<file path="src/rtl/multicycle_ctrl_pkg.sv">
// Shared encodings for the multicycle MIPS controller: opcodes, ALU control, ALU B-mux select.
// Latency: none (constants and types only).
// Backpressure: n/a.
package multicycle_ctrl_pkg;

    // Primary opcode field values (IR[31:26]) recognised by the controller
    localparam logic [5:0] OP_RTYPE = 6'h00;
    localparam logic [5:0] OP_LW    = 6'h23;
    localparam logic [5:0] OP_SW    = 6'h2B;
    localparam logic [5:0] OP_BEQ   = 6'h04;
    localparam logic [5:0] OP_ADDI  = 6'h08;
    localparam logic [5:0] OP_ANDI  = 6'h0C;
    localparam logic [5:0] OP_ORI   = 6'h0D;

    // ALU control class handed to the ALU decoder
    localparam logic [1:0] ALU_OP_ADD   = 2'b00;
    localparam logic [1:0] ALU_OP_SUB   = 2'b01;
    localparam logic [1:0] ALU_OP_FUNCT = 2'b10;
    localparam logic [1:0] ALU_OP_LOGIC = 2'b11;

    // ALU B-input mux select
    localparam logic [1:0] ALUSRCB_REG  = 2'b00;
    localparam logic [1:0] ALUSRCB_FOUR = 2'b01;
    localparam logic [1:0] ALUSRCB_IMM  = 2'b10;

    // Instruction class produced by the opcode decoder; drives the DECODE dispatch
    typedef enum logic [2:0] {
        CLS_R   = 3'd0,
        CLS_LW  = 3'd1,
        CLS_SW  = 3'd2,
        CLS_BR  = 3'd3,
        CLS_I   = 3'd4,
        CLS_ILL = 3'd5
    } op_class_t;

endpackage

</file>
<file path="src/rtl/ctrl_opdec.sv">
// Opcode decoder: opcode -> instruction class, immediate-extension mode, logic-op flag.
// Latency: purely combinational.
// Backpressure: none; outputs are only consumed in the DECODE state.
module ctrl_opdec
    import multicycle_ctrl_pkg::*;
#(
    parameter int OPW = 6
) (
    input  logic [OPW-1:0] i_opcode,
    output op_class_t      o_cls,
    output logic           o_ext_sel,
    output logic           o_ext_vld,
    output logic           o_is_logic
);

    // Classify the opcode; o_ext_vld=0 means the extension mode must be left untouched
    always_comb begin
        o_cls      = CLS_ILL;
        o_ext_sel  = 1'b1;
        o_ext_vld  = 1'b0;
        o_is_logic = 1'b0;
        case (i_opcode)
            OPW'(OP_RTYPE): o_cls = CLS_R;
            OPW'(OP_LW): begin
                o_cls     = CLS_LW;
                o_ext_vld = 1'b1;
            end
            OPW'(OP_SW): begin
                o_cls     = CLS_SW;
                o_ext_vld = 1'b1;
            end
            OPW'(OP_BEQ): begin
                o_cls     = CLS_BR;
                o_ext_vld = 1'b1;
            end
            OPW'(OP_ADDI): begin
                o_cls     = CLS_I;
                o_ext_vld = 1'b1;
            end
            OPW'(OP_ANDI), OPW'(OP_ORI): begin
                o_cls      = CLS_I;
                o_ext_sel  = 1'b0;
                o_ext_vld  = 1'b1;
                o_is_logic = 1'b1;
            end
            default: o_cls = CLS_ILL;
        endcase
    end

endmodule

</file>
<file path="src/rtl/multicycle_ctrl.sv">
// Moore FSM sequencing the multicycle MIPS datapath (fetch/decode/execute/memory/writeback).
// Latency: 3-5 cycles per instruction with memory ready; FETCH/MEM_RD/MEM_WR stall on mem_ready.
// Backpressure: mem_ready low holds the FSM in the current memory state; rst aborts any access.
module multicycle_ctrl
    import multicycle_ctrl_pkg::*;
#(
    parameter int OPW = 6,
    parameter int STW = 4
) (
    input  logic           clk,
    input  logic           rst,
    input  logic [OPW-1:0] opcode,
    input  logic           mem_ready,
    output logic           pc_write,
    output logic           ir_write,
    output logic           mem_read,
    output logic           mem_write,
    output logic           reg_write,
    output logic           reg_dst,
    output logic           mem_to_reg,
    output logic [1:0]     alu_src_b,
    output logic [1:0]     alu_op,
    output logic           branch,
    output logic           ext_sel,
    output logic           illegal,
    output logic [STW-1:0] state
);

    // State codes are visible on the debug port, so the numbering is fixed
    typedef enum logic [3:0] {
        S_FETCH   = 4'd0,
        S_DECODE  = 4'd1,
        S_EXEC_R  = 4'd2,
        S_WB_R    = 4'd3,
        S_ADDR    = 4'd4,
        S_MEM_RD  = 4'd5,
        S_WB_MEM  = 4'd6,
        S_MEM_WR  = 4'd7,
        S_BRANCH  = 4'd8,
        S_EXEC_I  = 4'd9,
        S_WB_I    = 4'd10,
        S_ILLEGAL = 4'd11
    } state_t;

    state_t    r_state;
    state_t    w_next;
    // Set for the single cycle after a reset edge: outputs quiet, FSM parked in FETCH
    logic      r_rst_hold;
    logic      r_ext_sel;
    // Opcode-derived facts captured at DECODE so later states never look at the live opcode
    logic      r_is_store;
    logic      r_is_logic;

    op_class_t w_cls;
    logic      w_ext_sel;
    logic      w_ext_vld;
    logic      w_is_logic;

    ctrl_opdec #(
        .OPW (OPW)
    ) u_opdec (
        .i_opcode   (opcode),
        .o_cls      (w_cls),
        .o_ext_sel  (w_ext_sel),
        .o_ext_vld  (w_ext_vld),
        .o_is_logic (w_is_logic)
    );

    // State register with synchronous reset
    always_ff @(posedge clk) begin
        if (rst) begin
            r_state    <= S_FETCH;
            r_rst_hold <= 1'b1;
        end else begin
            r_state    <= w_next;
            r_rst_hold <= 1'b0;
        end
    end

    // Capture extension mode and per-instruction flags on the DECODE edge
    always_ff @(posedge clk) begin
        if (rst) begin
            r_ext_sel  <= 1'b1;
            r_is_store <= 1'b0;
            r_is_logic <= 1'b0;
        end else if (r_state == S_DECODE) begin
            r_is_store <= (w_cls == CLS_SW);
            r_is_logic <= w_is_logic;
            if (w_ext_vld) begin
                r_ext_sel <= w_ext_sel;
            end
        end
    end

    // Next-state and per-state datapath controls
    always_comb begin
        w_next     = r_state;
        pc_write   = 1'b0;
        ir_write   = 1'b0;
        mem_read   = 1'b0;
        mem_write  = 1'b0;
        reg_write  = 1'b0;
        reg_dst    = 1'b0;
        mem_to_reg = 1'b0;
        alu_src_b  = ALUSRCB_REG;
        alu_op     = ALU_OP_ADD;
        branch     = 1'b0;
        illegal    = 1'b0;
        case (r_state)
            S_FETCH: begin
                mem_read  = 1'b1;
                alu_src_b = ALUSRCB_FOUR;
                alu_op    = ALU_OP_ADD;
                if (mem_ready) begin
                    ir_write = 1'b1;
                    pc_write = 1'b1;
                    w_next   = S_DECODE;
                end
            end
            S_DECODE: begin
                case (w_cls)
                    CLS_R:          w_next = S_EXEC_R;
                    CLS_LW, CLS_SW: w_next = S_ADDR;
                    CLS_BR:         w_next = S_BRANCH;
                    CLS_I:          w_next = S_EXEC_I;
                    default:        w_next = S_ILLEGAL;
                endcase
            end
            S_EXEC_R: begin
                alu_src_b = ALUSRCB_REG;
                alu_op    = ALU_OP_FUNCT;
                w_next    = S_WB_R;
            end
            S_WB_R: begin
                reg_write = 1'b1;
                reg_dst   = 1'b1;
                w_next    = S_FETCH;
            end
            S_ADDR: begin
                alu_src_b = ALUSRCB_IMM;
                alu_op    = ALU_OP_ADD;
                w_next    = r_is_store ? S_MEM_WR : S_MEM_RD;
            end
            S_MEM_RD: begin
                mem_read = 1'b1;
                if (mem_ready) begin
                    w_next = S_WB_MEM;
                end
            end
            S_WB_MEM: begin
                reg_write  = 1'b1;
                mem_to_reg = 1'b1;
                w_next     = S_FETCH;
            end
            S_MEM_WR: begin
                mem_write = 1'b1;
                if (mem_ready) begin
                    w_next = S_FETCH;
                end
            end
            S_BRANCH: begin
                alu_src_b = ALUSRCB_REG;
                alu_op    = ALU_OP_SUB;
                branch    = 1'b1;
                w_next    = S_FETCH;
            end
            S_EXEC_I: begin
                alu_src_b = ALUSRCB_IMM;
                alu_op    = r_is_logic ? ALU_OP_LOGIC : ALU_OP_ADD;
                w_next    = S_WB_I;
            end
            S_WB_I: begin
                reg_write = 1'b1;
                w_next    = S_FETCH;
            end
            S_ILLEGAL: begin
                illegal = 1'b1;
                w_next  = S_FETCH;
            end
            default: w_next = S_FETCH;
        endcase
        // The cycle right after reset is quiet regardless of what FETCH would assert
        if (r_rst_hold) begin
            w_next     = S_FETCH;
            pc_write   = 1'b0;
            ir_write   = 1'b0;
            mem_read   = 1'b0;
            mem_write  = 1'b0;
            reg_write  = 1'b0;
            reg_dst    = 1'b0;
            mem_to_reg = 1'b0;
            alu_src_b  = ALUSRCB_REG;
            alu_op     = ALU_OP_ADD;
            branch     = 1'b0;
            illegal    = 1'b0;
        end
    end

    assign ext_sel = r_ext_sel;
    assign state   = STW'(r_state);

endmodule

</file>
<file path="config.mk">
export PLATFORM = sky130hd
export DESIGN_NAME = multicycle_ctrl
export DESIGN_NICKNAME = d
export VERILOG_FILES = /design/src/rtl/multicycle_ctrl_pkg.sv /design/src/rtl/ctrl_opdec.sv /design/src/rtl/multicycle_ctrl.sv
export SDC_FILE = /design/constraint.sdc
export NUM_CORES = 1
export LEC_CHECK = 0
export CAP_MARGIN = 20
export CORE_MARGIN = 5
export CORE_UTILIZATION = 44
export CTS_CLUSTER_DIAMETER = 100
export DETAILED_ROUTE_END_ITERATION = 6
export PLACE_DENSITY = 0.85
export SYNTH_ARGS = -nofsm -noshare
export SYNTH_HDL_FRONTEND = slang
export SYNTH_HIERARCHICAL = 1
export SYNTH_SLANG_ARGS = --single-unit
</file>
<file path="constraint.sdc">
create_clock -name clk -period 1.7 [get_ports clk]
set_input_delay 0.255 -clock clk [delete_from_list [all_inputs] [get_ports clk]]
set_output_delay 0.255 -clock clk [all_outputs]
set_load 0.01 [all_outputs]
</file>
==> metrics.cfg <==
[drt]
drt-initial-drc-count = 24
antenna_left = 0
drt-total-wl_um = 2688
wl_per_cell_um = 15.27
vias = 1038
firstDrtPassIters = 4
avgViaCountPerCell = 5.898
drc = 0

[clock_tree]
cts_made_buffers = 3
clk-insertion-delay-late_ps = 260
cts_hold_repair.buffers = 0
cts.sinks = 8
clkTransAtPathRegs_ps = 60
cts_root_buffer = clkbuf_4
cts_tree = built
h-tree-depth = 1
cts_buffer_depth = 2

[sta]
maxSlewHeadroom = 0.7703
final_max_slew_viol_count = 0
max_slew.worst_pin.slew_ps = 335.8
finClkSkew_ps = 8.425
hold_ws_ps = 489.7
finalSetupViolCount = 0
rsz0062_at_grt = yes
hold_violations = 0
finalCritPeriodShare = 0.9851
clock.fmax_mhz = 597.2
finalSetupTns_ps = 0
layout_min_cycle_time_ps = 1675
fin_ws_ps = 25.38

[worst_hold_path]
min_path_cells = 2
hp-class = flip-flop to flip-flop
holdPathEnd = r_is_store
hold_start = r_is_store

[power_and_ir_drop]
p_int_mw = 0.3591
p_leak_nw = 0.5548
p_comb_frac = 0.318
power_switching_share = 0.3017
power_mw = 0.5143
clockPowerShare = 0.299
p_sw_mw = 0.1552
power_density_nw_per_um2 = 399.5
p_seq_frac = 0.383
ir_drop_mv = 0.3907

[worst_setup_path]
r2r_setup_slack_ps = 210
required_ps = 1840
startpoint_type = primary input
worst_ep_arrival_time_ps = 1820
rr_worst_depth = 5
cp-end-kind = flip-flop
path_class = primary input to flip-flop
r2r_end = ext_sel
crit_fanout = 4
r2r-start = state[2]
critPathLaunch = opcode[2]

[synthesis]
syn_inst = 103
synth_seq_area_share = 0.2109
ys_seq_elements = 8
synth_area_sq_um = 759.5
syn-num-nets = 112
synth_warnings = 6
ys_types = 36
syn_area_per_cell_sq_um = 7.374

[layout]
final_common_cell = buf_4
final_cell_mix = 35 x buf_4, 9 x nand2b_1, 9 x nor2_1, 8 x nor3_1, 8 x dlygate4sd2_1
drive_gt1_frac = 0.4025
multi_input_area_sq_um = 571.8
num-nets-final = 170
area_growth_pct = 69.52
final_util = 0.7622
fillers = 127
post_layout_nonfiller_instances = 176
final-seq-area_sq_um = 170.2
diodes = 0
stdcell_area_sq_um = 1287

[global_route]
grt.overflow.total = 0
grt_max_degree = 11
grt_pass1_wl_um = 4347
grt_usage = 0.2142
antenna_found_initial = 0
grt_pass1_vias = 1007

[floorplan]
start_util = 0.4496
fp.dieH_um = 51.55
die-area_sq_um = 2657
die_w_um = 51.55
core-area_sq_um = 1689
num_io_pins = 27
row_count = 15

[status]
status = completed

[job]
maxCapViolations = 0

[placed_design]
dpl.cell_count = 171
post-dp-hpwl_um = 2048
portBuffers = 26
dpl_worst_slack_ps = -534.2
globalplace.congestion = 0.8350
placed_cell_area_sq_um = 1230

-- worst max-delay path, cell delays in order --
cell and delay [ps]:
dlygate4sd2_1 250, and4b_2 330, nand2_2 100, a21o_1 250
nor2_2 130, xnor2_1 80, a222oi_1 330, nor3_1 80
-- cells in the mapped netlist --
library cell / instances / area, sq um
a222oi_1: 1 / 10.01
o21bai_1: 1 / 7.510
nand2_1: 7 / 26.28
o211ai_1: 1 / 7.510
o22ai_1: 3 / 18.77
nand2b_1: 10 / 62.56
a311o_1: 1 / 10.01
buf_6: 2 / 22.52
mux2_2: 1 / 11.26
xnor2_1: 3 / 26.28
and4b_1: 1 / 10.01
a21boi_1: 1 / 7.510
o21ai_0: 3 / 15.01
buf_4: 3 / 22.52
a211oi_1: 1 / 7.510
dfxtp_1: 8 / 160.2
or4_1: 1 / 7.510
or2_1: 1 / 6.260
nor4b_2: 1 / 15.01
nor4_1: 4 / 25.02
nor3_1: 9 / 45.04
nor2_1: 11 / 41.29
o32a_1: 2 / 20.02
inv_1: 6 / 22.52
nor4b_4: 1 / 23.77
a31oi_1: 4 / 25.02
xor2_1: 2 / 17.52
buf_2: 2 / 10.01
a21o_1: 1 / 7.510
clkbuf_1: 1 / 3.750
a2111oi_0: 1 / 8.760
a21oi_2: 1 / 8.760
a21oi_1: 4 / 20.02
and2_1: 2 / 12.51
nand3_1: 1 / 5.000
o22a_1: 1 / 8.760
-- worst max-delay path by stage --
stage | cells after the start | slack (ps) | to
finish | 8 | 30 | state[1]
global route | 8 | -50 | state[1]
CTS | 3 | 10 | alu_op[0]
detailed placement | 8 | -530 | state[1]
global placement | 8 | -350 | state[1]
floorplan | 5 | 40 | pc_write
-- final cells by class --
class                   count  area share
multi-input cells          81      0.4441
flip-flops and latches      8      0.1322
well taps                  17     0.01652
inverters                   6     0.01749
repair buffers             61      0.3722
clock buffers               3     0.01749
-- logic make-up after synthesis --
group | after synthesis | share of synthesized area
AO/OA/AOI/OAI | 26 | 0.2405
XOR/XNOR | 5 | 0.05767
buffers and inverters | 14 | 0.1071
flip-flops | 8 | 0.2109
multiplexers | 1 | 0.01483
AND/OR/NAND/NOR | 49 | 0.3690
-- registers in the layout, indices dropped and copies added, names as in the netlist --
| register | count |
|---|---|
| r_is_store | 1 |
| ext_sel | 1 |
| state | 4 |
| r_is_logic | 1 |
| r_rst_hold | 1 |
-- layer usage --
layer / track usage / routed length [um]
met5: 0 / 0
met4: 0.08297 / 65
met3: 0.05158 / 180
met2: 0.3898 / 1384
met1: 0.2368 / 1058
-- timing repair --
item                       CTS  global route
gates resized for setup     47            21
setup endpoints to repair   20            11
buffers inserted             2             0
pin swaps                    7             6
-- power by group through the flow --
stage,combinational (mW),sequential (mW),clock (mW)
floorplan,0.0704,0.200,0
global placement,0.152,0.203,0
detailed placement,0.158,0.203,0
CTS,0.155,0.198,0.154
global route,0.175,0.198,0.163
finish,0.163,0.197,0.154
Note: power is estimated with default switching activity, not from simulation.
